==> src/rtl/ripple_add_sequencer_pkg.sv <==
// Shared types for the multi-word adder sequencer.
// State encoding and fixed word width of the shared adder.
package add_pkg;
   localparam int DW = 8;

   typedef enum logic [1:0] {
      IDLE = 2'd0,
      RUN  = 2'd1,
      DONE = 2'd2
   } state_e;
endpackage

==> src/rtl/ripple_add_sequencer_if.sv <==
// Operand/result handshake bundle for ripple_add_sequencer.
// slave is the sequencer side, master the producer/consumer side.
interface ripple_add_sequencer_if #(
   parameter int WORDS = 4,
   parameter int DW    = 8
);
   logic                in_valid;
   logic                in_ready;
   logic [WORDS*DW-1:0] a;
   logic [WORDS*DW-1:0] b;
   logic                c_in;
   logic                out_valid;
   logic                out_ready;
   logic [WORDS*DW-1:0] sum;
   logic                c_out;

   modport slave (
      input  in_valid, a, b, c_in, out_ready,
      output in_ready, out_valid, sum, c_out
   );

   modport master (
      output in_valid, a, b, c_in, out_ready,
      input  in_ready, out_valid, sum, c_out
   );
endinterface

==> src/rtl/ripple_adder.sv <==
// Purely combinational DW-bit ripple-carry adder.
// Shared by the sequencer across all operand words.
module ripple_adder #(
   parameter int DW = 8
) (
   input  logic [DW-1:0] a,
   input  logic [DW-1:0] b,
   input  logic          ci,
   output logic [DW-1:0] s,
   output logic          co
);
   logic [DW:0] c;

   always_comb begin
      c    = '0;
      s    = '0;
      c[0] = ci;
      for (int i = 0; i < DW; i++) begin
         s[i]   = a[i] ^ b[i] ^ c[i];
         c[i+1] = (a[i] & b[i]) | (c[i] & (a[i] ^ b[i]));
      end
      co = c[DW];
   end
endmodule

==> src/rtl/ripple_add_sequencer.sv <==
// Multi-word adder: one shared 8-bit adder, LS word first, one word per clock,
// carry chained between words through carry_q.
module ripple_add_sequencer #(
   parameter int WORDS = 4,
   parameter int DW    = add_pkg::DW
) (
   input  logic                   clk,
   input  logic                   rst_n,
   ripple_add_sequencer_if.slave  bus,
   output logic                   busy
);
   import add_pkg::*;

   localparam int IW = $clog2(WORDS);
   localparam logic [IW-1:0] LAST = IW'(WORDS - 1);

   state_e              state_q, state_d;
   logic [WORDS*DW-1:0] a_q, a_d;
   logic [WORDS*DW-1:0] b_q, b_d;
   logic [WORDS*DW-1:0] sum_q, sum_d;
   logic                carry_q, carry_d;
   logic                cout_q, cout_d;
   logic [IW-1:0]       idx_q, idx_d;

   logic [DW-1:0]       add_a, add_b, add_s;
   logic                add_co;

   assign add_a = a_q[idx_q*DW +: DW];
   assign add_b = b_q[idx_q*DW +: DW];

   ripple_adder #(.DW(DW)) u_add (
      .a  (add_a),
      .b  (add_b),
      .ci (carry_q),
      .s  (add_s),
      .co (add_co)
   );

   always_comb begin
      state_d = state_q;
      a_d     = a_q;
      b_d     = b_q;
      sum_d   = sum_q;
      carry_d = carry_q;
      cout_d  = cout_q;
      idx_d   = idx_q;
      unique case (state_q)
         IDLE: begin
            if (bus.in_valid) begin
               a_d     = bus.a;
               b_d     = bus.b;
               carry_d = bus.c_in;
               idx_d   = '0;
               sum_d   = '0;
               state_d = RUN;
            end
         end
         RUN: begin
            sum_d[idx_q*DW +: DW] = add_s;
            carry_d = add_co;
            if (idx_q == LAST) begin
               cout_d  = add_co;
               state_d = DONE;
            end else begin
               idx_d = idx_q + 1'b1;
            end
         end
         DONE: begin
            if (bus.out_ready) state_d = IDLE;
         end
         default: state_d = IDLE;
      endcase
   end

   always_ff @(posedge clk or negedge rst_n) begin
      if (!rst_n) begin
         state_q <= IDLE;
         a_q     <= '0;
         b_q     <= '0;
         sum_q   <= '0;
         carry_q <= 1'b0;
         cout_q  <= 1'b0;
         idx_q   <= '0;
      end else begin
         state_q <= state_d;
         a_q     <= a_d;
         b_q     <= b_d;
         sum_q   <= sum_d;
         carry_q <= carry_d;
         cout_q  <= cout_d;
         idx_q   <= idx_d;
      end
   end

   assign bus.in_ready  = (state_q == IDLE);
   assign bus.out_valid = (state_q == DONE);
   assign bus.sum       = sum_q;
   assign bus.c_out     = cout_q;
   assign busy          = (state_q != IDLE);
endmodule

==> src/flat_wrapper.sv <==
// flat-port wrapper written by rule: the top's interface ports become plain ports
module ripple_add_sequencer_flat import add_pkg::*;
#(
   parameter int WORDS = 4,
   parameter int DW    = add_pkg::DW
)
  (clk, rst_n, busy, bus_in_valid, bus_a, bus_b, bus_c_in, bus_out_ready, bus_in_ready, bus_out_valid, bus_sum, bus_c_out);
  ripple_add_sequencer_if #(.WORDS(WORDS), .DW(DW)) bus_i ();
  input  logic clk;
  input  logic rst_n;
  output logic busy;
  input wire logic [$bits(bus_i.in_valid)-1:0] bus_in_valid;
  input wire logic [$bits(bus_i.a)-1:0] bus_a;
  input wire logic [$bits(bus_i.b)-1:0] bus_b;
  input wire logic [$bits(bus_i.c_in)-1:0] bus_c_in;
  input wire logic [$bits(bus_i.out_ready)-1:0] bus_out_ready;
  output wire logic [$bits(bus_i.in_ready)-1:0] bus_in_ready;
  output wire logic [$bits(bus_i.out_valid)-1:0] bus_out_valid;
  output wire logic [$bits(bus_i.sum)-1:0] bus_sum;
  output wire logic [$bits(bus_i.c_out)-1:0] bus_c_out;
  assign bus_i.in_valid = bus_in_valid;
  assign bus_i.a = bus_a;
  assign bus_i.b = bus_b;
  assign bus_i.c_in = bus_c_in;
  assign bus_i.out_ready = bus_out_ready;
  assign bus_in_ready = bus_i.in_ready;
  assign bus_out_valid = bus_i.out_valid;
  assign bus_sum = bus_i.sum;
  assign bus_c_out = bus_i.c_out;
  ripple_add_sequencer #(.WORDS(WORDS), .DW(DW)) u_core (.clk(clk), .rst_n(rst_n), .bus(bus_i), .busy(busy));
endmodule
==> config.mk <==
export PLATFORM = sky130hd
export DESIGN_NAME = ripple_add_sequencer_flat
export DESIGN_NICKNAME = d
export VERILOG_FILES = /design/src/rtl/ripple_add_sequencer_pkg.sv /design/src/rtl/ripple_add_sequencer_if.sv /design/src/rtl/ripple_adder.sv /design/src/rtl/ripple_add_sequencer.sv /design/src/flat_wrapper.sv
export SDC_FILE = /design/constraint.sdc
export NUM_CORES = 1
export LEC_CHECK = 0
export ABC_AREA = 1
export CAP_MARGIN = 5
export CORE_ASPECT_RATIO = 0.6
export CORE_MARGIN = 3
export CORE_UTILIZATION = 25
export DETAILED_ROUTE_END_ITERATION = 10
export SLEW_MARGIN = 20
export SYNTH_ARGS = -nofsm -noshare
export SYNTH_HDL_FRONTEND = slang
export SYNTH_SLANG_ARGS = --single-unit
==> constraint.sdc <==
create_clock -name clk -period 4.15 [get_ports clk]
set_clock_uncertainty 0.15 [all_clocks]
set_input_delay 1.0375 -clock clk [delete_from_list [all_inputs] [get_ports clk]]
set_output_delay 1.0375 -clock clk [all_outputs]
set_load 0.01 [all_outputs]
==> impl_metrics.yaml <==
critical_path:
  crit_start: "u_core.idx_q[0]"
  required_ns: 4.24
  startpoint_type: "register"
  path_common_cell: "fa_2"
  crit_type: "register to register"
  crit_path_end_kind: "register"
  rrSetupSlack_ns: 0.09
  arrival_ns: 4.15
  critPathMaxFanout: 6
  path_cells: "buf_6, nand2_2, nand3_2, nand2_2, fa_2, fa_2, fa_2, fa_2, fa_2, inv_2, fa_2, inv_2, fa_2, inv_2, fa_1, nand2_2, nor2_2, nand2_1, nand2_1"
  slowest_stage: "fa_1"
  slowest_delay_ns: 0.44
  r2r-start: "u_core.idx_q[0]"
global_routing:
  grt_pass1_wl_um: 24500
  grt_use_total: 0.145
  antenna_found_initial: 0
  grt_pass1_vias: 4379
  grt_max_degree: 67
  overflow: 0
timing:
  layout_setup_ws_ns: 0.0874
  tns_ns: 0
  min_period_over_period: 0.979
  slew_headroom: 0.468
  drv_slew: 0
  setup_viol: 0
  min_period_ns: 4.06
  fmaxAchievable_mhz: 246
  finalHoldViolCount: 0
  tightest_slew_ns: 0.797
  rsz0062_at_grt: "yes"
synth:
  ys_ff_latch: 102
  synth_common_cells: "274 x nand2_1, 127 x nand3_1, 102 x dfrtp_1"
  synthFlopType: "dfrtp_1"
  ys_warn_count: 0
  yosys.cell_count.top_type: "nand2_1"
  synth_top_area_frac: 0.513
  ys_top_cells_by_area: "dfrtp_1 51%, nand2_1 21%, nand3_1 13%"
  yosysTopAreaCell: "dfrtp_1"
  async_flop_share: 1.00
  synth_cell_type_count: 22
  synthCells: 626
  seq_area_frac_synth: 0.513
  synthesis.nets: 707
  syn_area_per_cell_um2: 7.94
  synth-edff-count: 0
  synth_area_um2: 4970
job:
  max_cap_violations: 0
clock_network:
  clock-root-buffer: "clkbuf_16"
  clock_sinks: 102
  cts_setup_buffers: 0
  h-tree-depth: 3
  clock_path_buffers: 2
  hold_buffers: 0
  insertion_delay_ns: 0.35
  cts-resized-gates: 0
  clk_pin_slew_worst_paths_ns: 0.07
  cts_made_buffers: 9
  cts_tree: "done"
floorplan:
  fp-row-count: 39
  chipWidth_um: 188
  initial_core_util: 0.258
  ios: 105
  die_height_um: 115
  fp.dieArea_um2: 21700
  core-area_um2: 19300
layout:
  drive_gt1_frac: 0.0939
  ff_latch_area_um2: 2550
  area_growth_pct: 33.5
  antennaDiodeCount: 0
  finalNonFillerCells: 990
  fin_nets: 800
  fillers: 2041
  final_util: 0.344
  multiInputGateArea_um2: 2210
pwr:
  power_density_nw_per_um2: 836
  vdd_drop_max_v: 0.000419
  leakagePower_nw: 3.28
route:
  vias: 4433
  wire_per_inst_um: 15.2
  drt_iter0_drc: 391
  drt_wl_total_um: 15000
  drtAntennaViolNets: 0
  drc: 0
  first_pass_iters: 5
  viasPerCell: 4.48
run_status:
  status: "finished, final reports clean"
min_path:
  hp-class: "register to register"
  min_from: "u_core.b_q[26]"
place:
  dp_hpwl_um: 11100
  place_worst_setup_slack_ns: 0.0621
  dp.cells: 974
  routabilityCongestion: 0.815
  port_buffers: 104
placed cells by master, fill, tap and decap left out, drive strengths merged, types with 4 or more instances in the layout:
cell type,count
buf,18
clkbuf,13
clkdlybuf4s50,102
dfrtp,102
fa,8
ha,4
inv,21
nand2,275
nand3,129
nor2,31
nor3,7
o211ai,4
o21ai,5
registers in the layout (all words and copies together) (netlist names):
name              cells
u_core.a_q           32
u_core.b_q           32
u_core.bus.c_out      1
u_core.bus.sum       32
u_core.carry_q        1
u_core.idx_q          2
u_core.state_q        2
layout make-up:
type	instances	share of cell area
clock buffers	13	0.0407
clock inverters	3	0.00283
inverters	21	0.0123
multi-input cells	465	0.332
flip-flops and latches	102	0.385
well taps	266	0.0501
repair buffers	120	0.177
power breakdown:
group          switching, mW  leakage, nW  total (mW)  internal [mW]
registers              0.318         1.31        1.74           1.43
logic                   1.81         1.83        2.98           1.17
clock network          0.372        0.146       0.828          0.456
total                   2.50         3.28        5.55           3.06
cell families (layout without fill, tap and decap cells):
logic type                 after synthesis  after routing  share of synthesized area
adders and majority gates               12             12                     0.0423
buffers and inverters                   59            157                     0.0556
AOI/OAI and AO/OA                        9              9                     0.0111
DFF                                    102            102                      0.513
and+or+nand+nor                        444            444                      0.378
final timing paths:
check / endpoint / cells past startpoint
max: u_core.bus.sum[15] / 19
min: u_core.b_q[26] / 2
max reg2reg: u_core.bus.sum[15] / 19
min reg2reg: u_core.b_q[26] / 2
max in group asynchronous: u_core.a_q[8] / 2
min in group asynchronous: u_core.bus.sum[8] / 1
metal layers:
layer  global-route usage  wire length, um
met1                0.237             8340
met2                0.185             5630
met3               0.0372              956
met4               0.0285              116
met5                    0                0
per-stage QoR:
step                      hold slack (ns)  area (um^2)  power [mW]
final                               0.328         6640        5.55
after global routing                0.361         6640        6.06
after CTS                           0.328         6580        5.51
after detailed placement            0.311         6290        4.66
after global placement              0.310         6290        4.64
after floorplan                     0.287         5020        3.59
worst max-delay path, delay by kind of cell, from the launching register on:
family                   cells  cell delay (ns)
flip-flops                   1             0.40
buffers and inverters        4             0.30
adder cells (fa/ha/maj)      8             2.69
AND/OR/NAND/NOR              7             0.40
No activity file was read; power rests on OpenSTA's default activity.
